===== config.mk =====
export PLATFORM = sky130hd
export DESIGN_NAME = fc_join_adder_skid
export DESIGN_NICKNAME = d
export VERILOG_FILES = /design/src/rtl/fc_join_adder_skid.sv
export SDC_FILE = /design/constraint.sdc
export NUM_CORES = 1
export LEC_CHECK = 0
export BUFFER_PORTS_ARGS = -buffer_cell sky130_fd_sc_hd__buf_2
export CORE_MARGIN = 3
export CORE_UTILIZATION = 51
export CTS_CLUSTER_SIZE = 14
export DETAILED_ROUTE_END_ITERATION = 10
export HOLD_SLACK_MARGIN = 0.12
export PLACE_DENSITY = 0.75
export SLEW_MARGIN = 20
export SYNTH_ARGS = -nofsm -noshare
export SYNTH_HDL_FRONTEND = slang
export SYNTH_SLANG_ARGS = --single-unit

===== constraint.sdc =====
create_clock -name clk -period 2.4 [get_ports clk]
set_input_delay 0.48 -clock clk [delete_from_list [all_inputs] [get_ports clk]]
set_output_delay 0.48 -clock clk [all_outputs]
set_load 0.02 [all_outputs]

===== src/rtl/fc_join_adder_skid.sv =====
// Joins two valid/ready operand streams, adds them at full width and holds the
// sums in a 2-entry skid buffer whose upstream ready comes only from a register.
module fc_join_adder_skid #(
  parameter int w = 8
) (
  input  logic         clk,
  input  logic         rst,
  input  logic         a_vld,
  output logic         a_rdy,
  input  logic [w-1:0] a_data,
  input  logic         b_vld,
  output logic         b_rdy,
  input  logic [w-1:0] b_data,
  output logic         down_vld,
  input  logic         down_rdy,
  output logic [w:0]   down_data
);

  function automatic logic [w:0] add_wide(input logic [w-1:0] x, input logic [w-1:0] y);
    return {1'b0, x} + {1'b0, y};
  endfunction

  logic [1:0] r_count;
  logic [1:0] w_count_nxt;
  logic       r_full;
  logic [w:0] r_head;
  logic [w:0] r_tail;
  logic [w:0] w_sum;
  logic       w_in_ok;
  logic       w_push;
  logic       w_pop;

  // Ready looks only at the registered full flag, so down_rdy never reaches a_rdy/b_rdy.
  assign w_in_ok   = ~r_full;
  assign a_rdy     = w_in_ok & b_vld;
  assign b_rdy     = w_in_ok & a_vld;
  assign w_push    = a_vld & b_vld & w_in_ok;
  assign down_vld  = (r_count != 2'd0);
  assign w_pop     = down_vld & down_rdy;
  assign down_data = r_head;
  assign w_sum     = add_wide(a_data, b_data);

  always_comb begin
    w_count_nxt = r_count;
    case (r_count)
      2'd0: if (w_push) w_count_nxt = 2'd1;
      2'd1: begin
        if (w_push && !w_pop)      w_count_nxt = 2'd2;
        else if (!w_push && w_pop) w_count_nxt = 2'd0;
      end
      2'd2: if (w_pop) w_count_nxt = 2'd1;
      default: w_count_nxt = 2'd0;
    endcase
  end

  // Control state: occupancy and the registered full flag.
  always_ff @(posedge clk or posedge rst) begin
    if (rst) begin
      r_count <= 2'd0;
      r_full  <= 1'b0;
    end else begin
      r_count <= w_count_nxt;
      r_full  <= (w_count_nxt == 2'd2);
    end
  end

  // Entry storage: head is always the oldest sum; tail only fills on a skid.
  always_ff @(posedge clk) begin
    case (r_count)
      2'd0: if (w_push) r_head <= w_sum;
      2'd1: begin
        if (w_push && w_pop) r_head <= w_sum;
        else if (w_push)     r_tail <= w_sum;
      end
      2'd2: if (w_pop) r_head <= r_tail;
      default: ;
    endcase
  end

endmodule


Yosys cells after proc, flatten, opt, wreduce, memory -nomap -nowiden. Index checks and enable logic that the tools add are counted.

Bits in registers: 21. Input bits: 21. Word-level logic and storage cells: 37.

Add/subtract/negate cells: 1. Equality and inequality tests: 6. Mux-type cells: 9. Bitwise gates (word level): 7. Reduce and logical (&&, ||, !) cells: 10.

Operator list (number): $mux 9 (3); $pmux 9 s3 (1); $add 8x8->9 (1); $mux 2 (4); $ne 2x2->1 const B (3); $pmux 2 s3 (1); $and 1x1->1 (5); $eq 2x2->1 const B (2); $reduce_and 4->1 (1); $logic_and 1x1->1 (3); $reduce_and 3->1 (1); $reduce_bool 3->1 (1); $eq 2x1->1 const B (1); $logic_not 1->1 (2); $logic_not 2->1 (1); $not 1->1 (2); $reduce_bool 2->1 (1).

Longest topological paths before layout.
Depth in word-level cells: 8. Mapped depth: 6.

Worst setup path before layout. No wires, ideal clock.

Path kind: in2reg. From: in a_data[0]. To: reg r_tail[8] (data pin). Arrival: 1.785 ns. Slack: 0.348 ns. Cell stages on the path: 6. Path buffers: 0. Cell sequence: ha_1 > fa_1 > a211oi_2 > o21bai_2 > a21oi_1 > o21ai_0.

Longest elaborated chain between the ends: 1.

Ends and longest elaborated chain: start, declared (line 10) `input logic [w-1:0] a_data,`; $add 8x8->9 (line 20) `return {1'b0, x} + {1'b0, y};`; via w_sum[8] (line 28) `logic [w:0] w_sum;`; end signal, assigned (line 73) `else if (w_push) r_tail <= w_sum;`; end, declared (line 27) `logic [w:0] r_tail;`.

The timed path passes the listed nets, and every way through them passes these cells. A chain may end at the register's enable or synchronous reset.

Final worst setup path. Same ends and word-level chain as after synthesis.

==> impl_metrics.ini <==
[final_layout]
fin_cells = 169
syn_to_final_growth_pct = 18.55
finalNetCount = 173
drive_gt1_share_pct = 32.39
n_antenna_cell = 0

[setup_path]
cp_top_family = compound AO/OA/AOI/OAI gates
path_buf_inv = 1
cp-end-kind = flip-flop
arrival_ns = 2.06
crit_fanout = 3
r2r-start = r_full
cp-start-kind = input port
crit_path_cell_trace = buf_2 -> ha_1 -> fa_1 -> a211oi_2 -> o21bai_2 -> a21oi_1 -> o21ai_0
critPathSlowestCell = fa_1
crit_start = a_data[0]
critPathKind = in2reg
cp_slowest_stage_delay_ns = 0.44
required_ns = 2.44

[global_routing]
grt_pass1_vias = 883
grt_max_degree = 12
overflow = 0
grt_use_total_pct = 18.98
antenna_found_initial = 0
grt_pass1_wl_mm = 3.939

[placed_design]
placedCellCount = 164
gp_congestion = 0.8256
hpwl_mm = 1.890
portBuffers = 32

[timing]
period_needed_ns = 2.016
setup_tns_ns = 0
timing_worst_slew_pin_value_ns = 0.4612
skew_ns = 0.002013
period_share_pct = 83.99
rsz0062_at_grt = no
max_freq_mhz = 496.1
max_slew_margin_pct = 69.25
finalSetupViolations = 0
hold_viol = 0
drv_slew = 0

[floorplanning]
dieArea_um2 = 2987
row_count = 16
core-area_um2 = 2102
dieWidth_um = 54.66
io-pin-count = 33
dieHeight_um = 54.66
initial_core_util_pct = 57.44

[status]
run_status = finished, final reports clean

[clocking]
clock-sinks = 21
cts_buffer_depth = 2
htreeDepth = 1
cts_buffers = 3
cts_tree = built
cts.repair.resized = 0
clk_pin_slew_worst_paths_ns = 0.11
clk_latency_ns = 0.29
cts_setup_buffers = 0
cts-root-buf = clkbuf_4
hold_buffers = 1

[logic_synthesis]
yosysWarnings = 0
ys_ff_latch = 21
seq_area_frac_synth_pct = 50.98
syn_area_um2 = 1207
syn_inst = 106
syn_avg_cell_area_um2 = 11.39
synth_nets = 136
netlist-cell-type-count = 35

[power]
powerDensity_nw_per_um2 = 618.0
power_switching_uw = 264.7
p_leak_uw = 0.0006172
vdd_drop_max_v = 0.0003341
pwr-share-comb_pct = 29.6
internal-power_uw = 619.9
power_frac_seq_pct = 51.8
switching_share_pct = 29.92
clkPwrFrac_pct = 18.6

[routing]
num_vias = 929
dr.first_iter.drc_count = 17
drc = 0
drtAntennaViolNets = 0
vias_per_cell = 5.497
routed_wl_mm = 2.373
first_pass_iters = 4
routedWlPerCell_um = 14.04

[hold_path]
hold_class = in2reg
worstHoldStart = down_rdy

[flow_run]
drv_cap = 0
-- placed cells by master, fill, tap and decap left out, types with 2 or more instances in the layout --
cell type   n
buf_2      32
edfxtp_1   18
nand2_1    11
nor2_1     11
a21oi_1     8
ha_1        8
o21ai_0     4
nor2b_1     4
xnor2_1     3
clkbuf_4    3
dfrtp_1     3
a211oi_2    2
o21ai_1     2
nor3_1      2
xor2_1      2
a21o_1      2
inv_1       2
nand3_1     2
o211ai_1    2
mux2_2      2
buf_4       2
-- path summary, 6_finish.rpt --
check	end	slack (ns)	cells past startpoint
max reg2reg	down_data[2]	0.72	5
min in group asynchronous	r_count[1]	0.57	3
max	r_tail[8]	0.38	7
min reg2reg	down_data[7]	0.53	2
max in group asynchronous	r_count[0]	1.71	3
min	r_count[1]	0.40	2
-- metrics by stage --
step	total power [uW]	hold slack [ns]	util [%]	setup WS [ns]	instance area, um^2
detailed placement	726.5	0.3466	66.37	0.08253	1395
floorplan	648.4	0.2336	-	0.3484	1207
CTS	887.2	0.3941	68.10	0.4063	1431
global route	934.7	0.4080	68.10	0.3382	1431
global placement	713.6	0.3431	66.37	0.1801	1395
finish	884.5	0.3974	68.10	0.3843	1431
-- registers in the layout, summed over array words and instances (netlist names) --
name	flops
down_data	9
r_count	2
r_full	1
r_tail	9
-- cell type report --
class	count	area, um^2
clock buffers	4	26.28
fillers	176	670.6
inverters	2	7.507
multi-input cells	80	563.0
flip-flops and latches	21	615.6
well taps	27	33.78
repair buffers	35	185.2
-- cells in the mapped netlist --
library cell	count	area (um^2)
o21a_1	1	7.510
nand2b_1	1	6.260
o21ai_0	4	20.02
o21ai_1	2	10.01
nand3_1	2	10.01
buf_6	1	11.26
nand4b_1	1	8.760
a211oi_2	2	25.02
o211ai_2	1	12.51
or2_2	1	6.260
nor2b_1	4	25.02
o21bai_2	1	11.26
mux2_4	1	15.01
and2_1	1	6.260
nand3b_1	1	7.510
a21oi_1	8	40.04
mux2i_1	1	10.01
dfrtp_1	3	75.07
mux2_2	2	22.52
inv_1	2	7.510
buf_2	2	10.01
xor2_1	2	17.52
nand2_1	11	41.29
nor3_1	2	10.01
ha_1	8	100.1
o311a_1	1	10.01
a21o_1	2	15.01
o22ai_1	1	6.260
a21oi_2	1	8.760
nor2_1	11	41.29
xnor2_1	3	26.28
fa_1	1	20.02
edfxtp_1	18	540.5
o31ai_1	1	7.510
o211ai_1	2	15.01
-- routing by layer --
layer | track usage (%) | wire length, um | vias to the layer above
met3 | 2.452 | 133 | 6
li1 | - | - | 463
met2 | 29.92 | 1145 | 38
met5 | 0 | 0 | -
met1 | 25.22 | 1029 | 422
met4 | 9.959 | 64 | 0
-- kinds of logic after synthesis --
family	share of synthesized area [%]
compound gates	15.65
xor+xnor	3.628
fa+ha+maj	9.949
buf+inv	2.384
flops	50.98
mux	3.937
simple gates	13.47
-- power by group through the flow --
stage | Clock (uW) | Sequential (uW) | Combinational [uW]
after floorplan | 0 | 490 | 158
after global placement | 0 | 465 | 249
after detailed placement | 0 | 466 | 260
after CTS | 167 | 458 | 263
after global routing | 181 | 462 | 291
final | 165 | 458 | 262
Power figures use the tool's default switching activity.
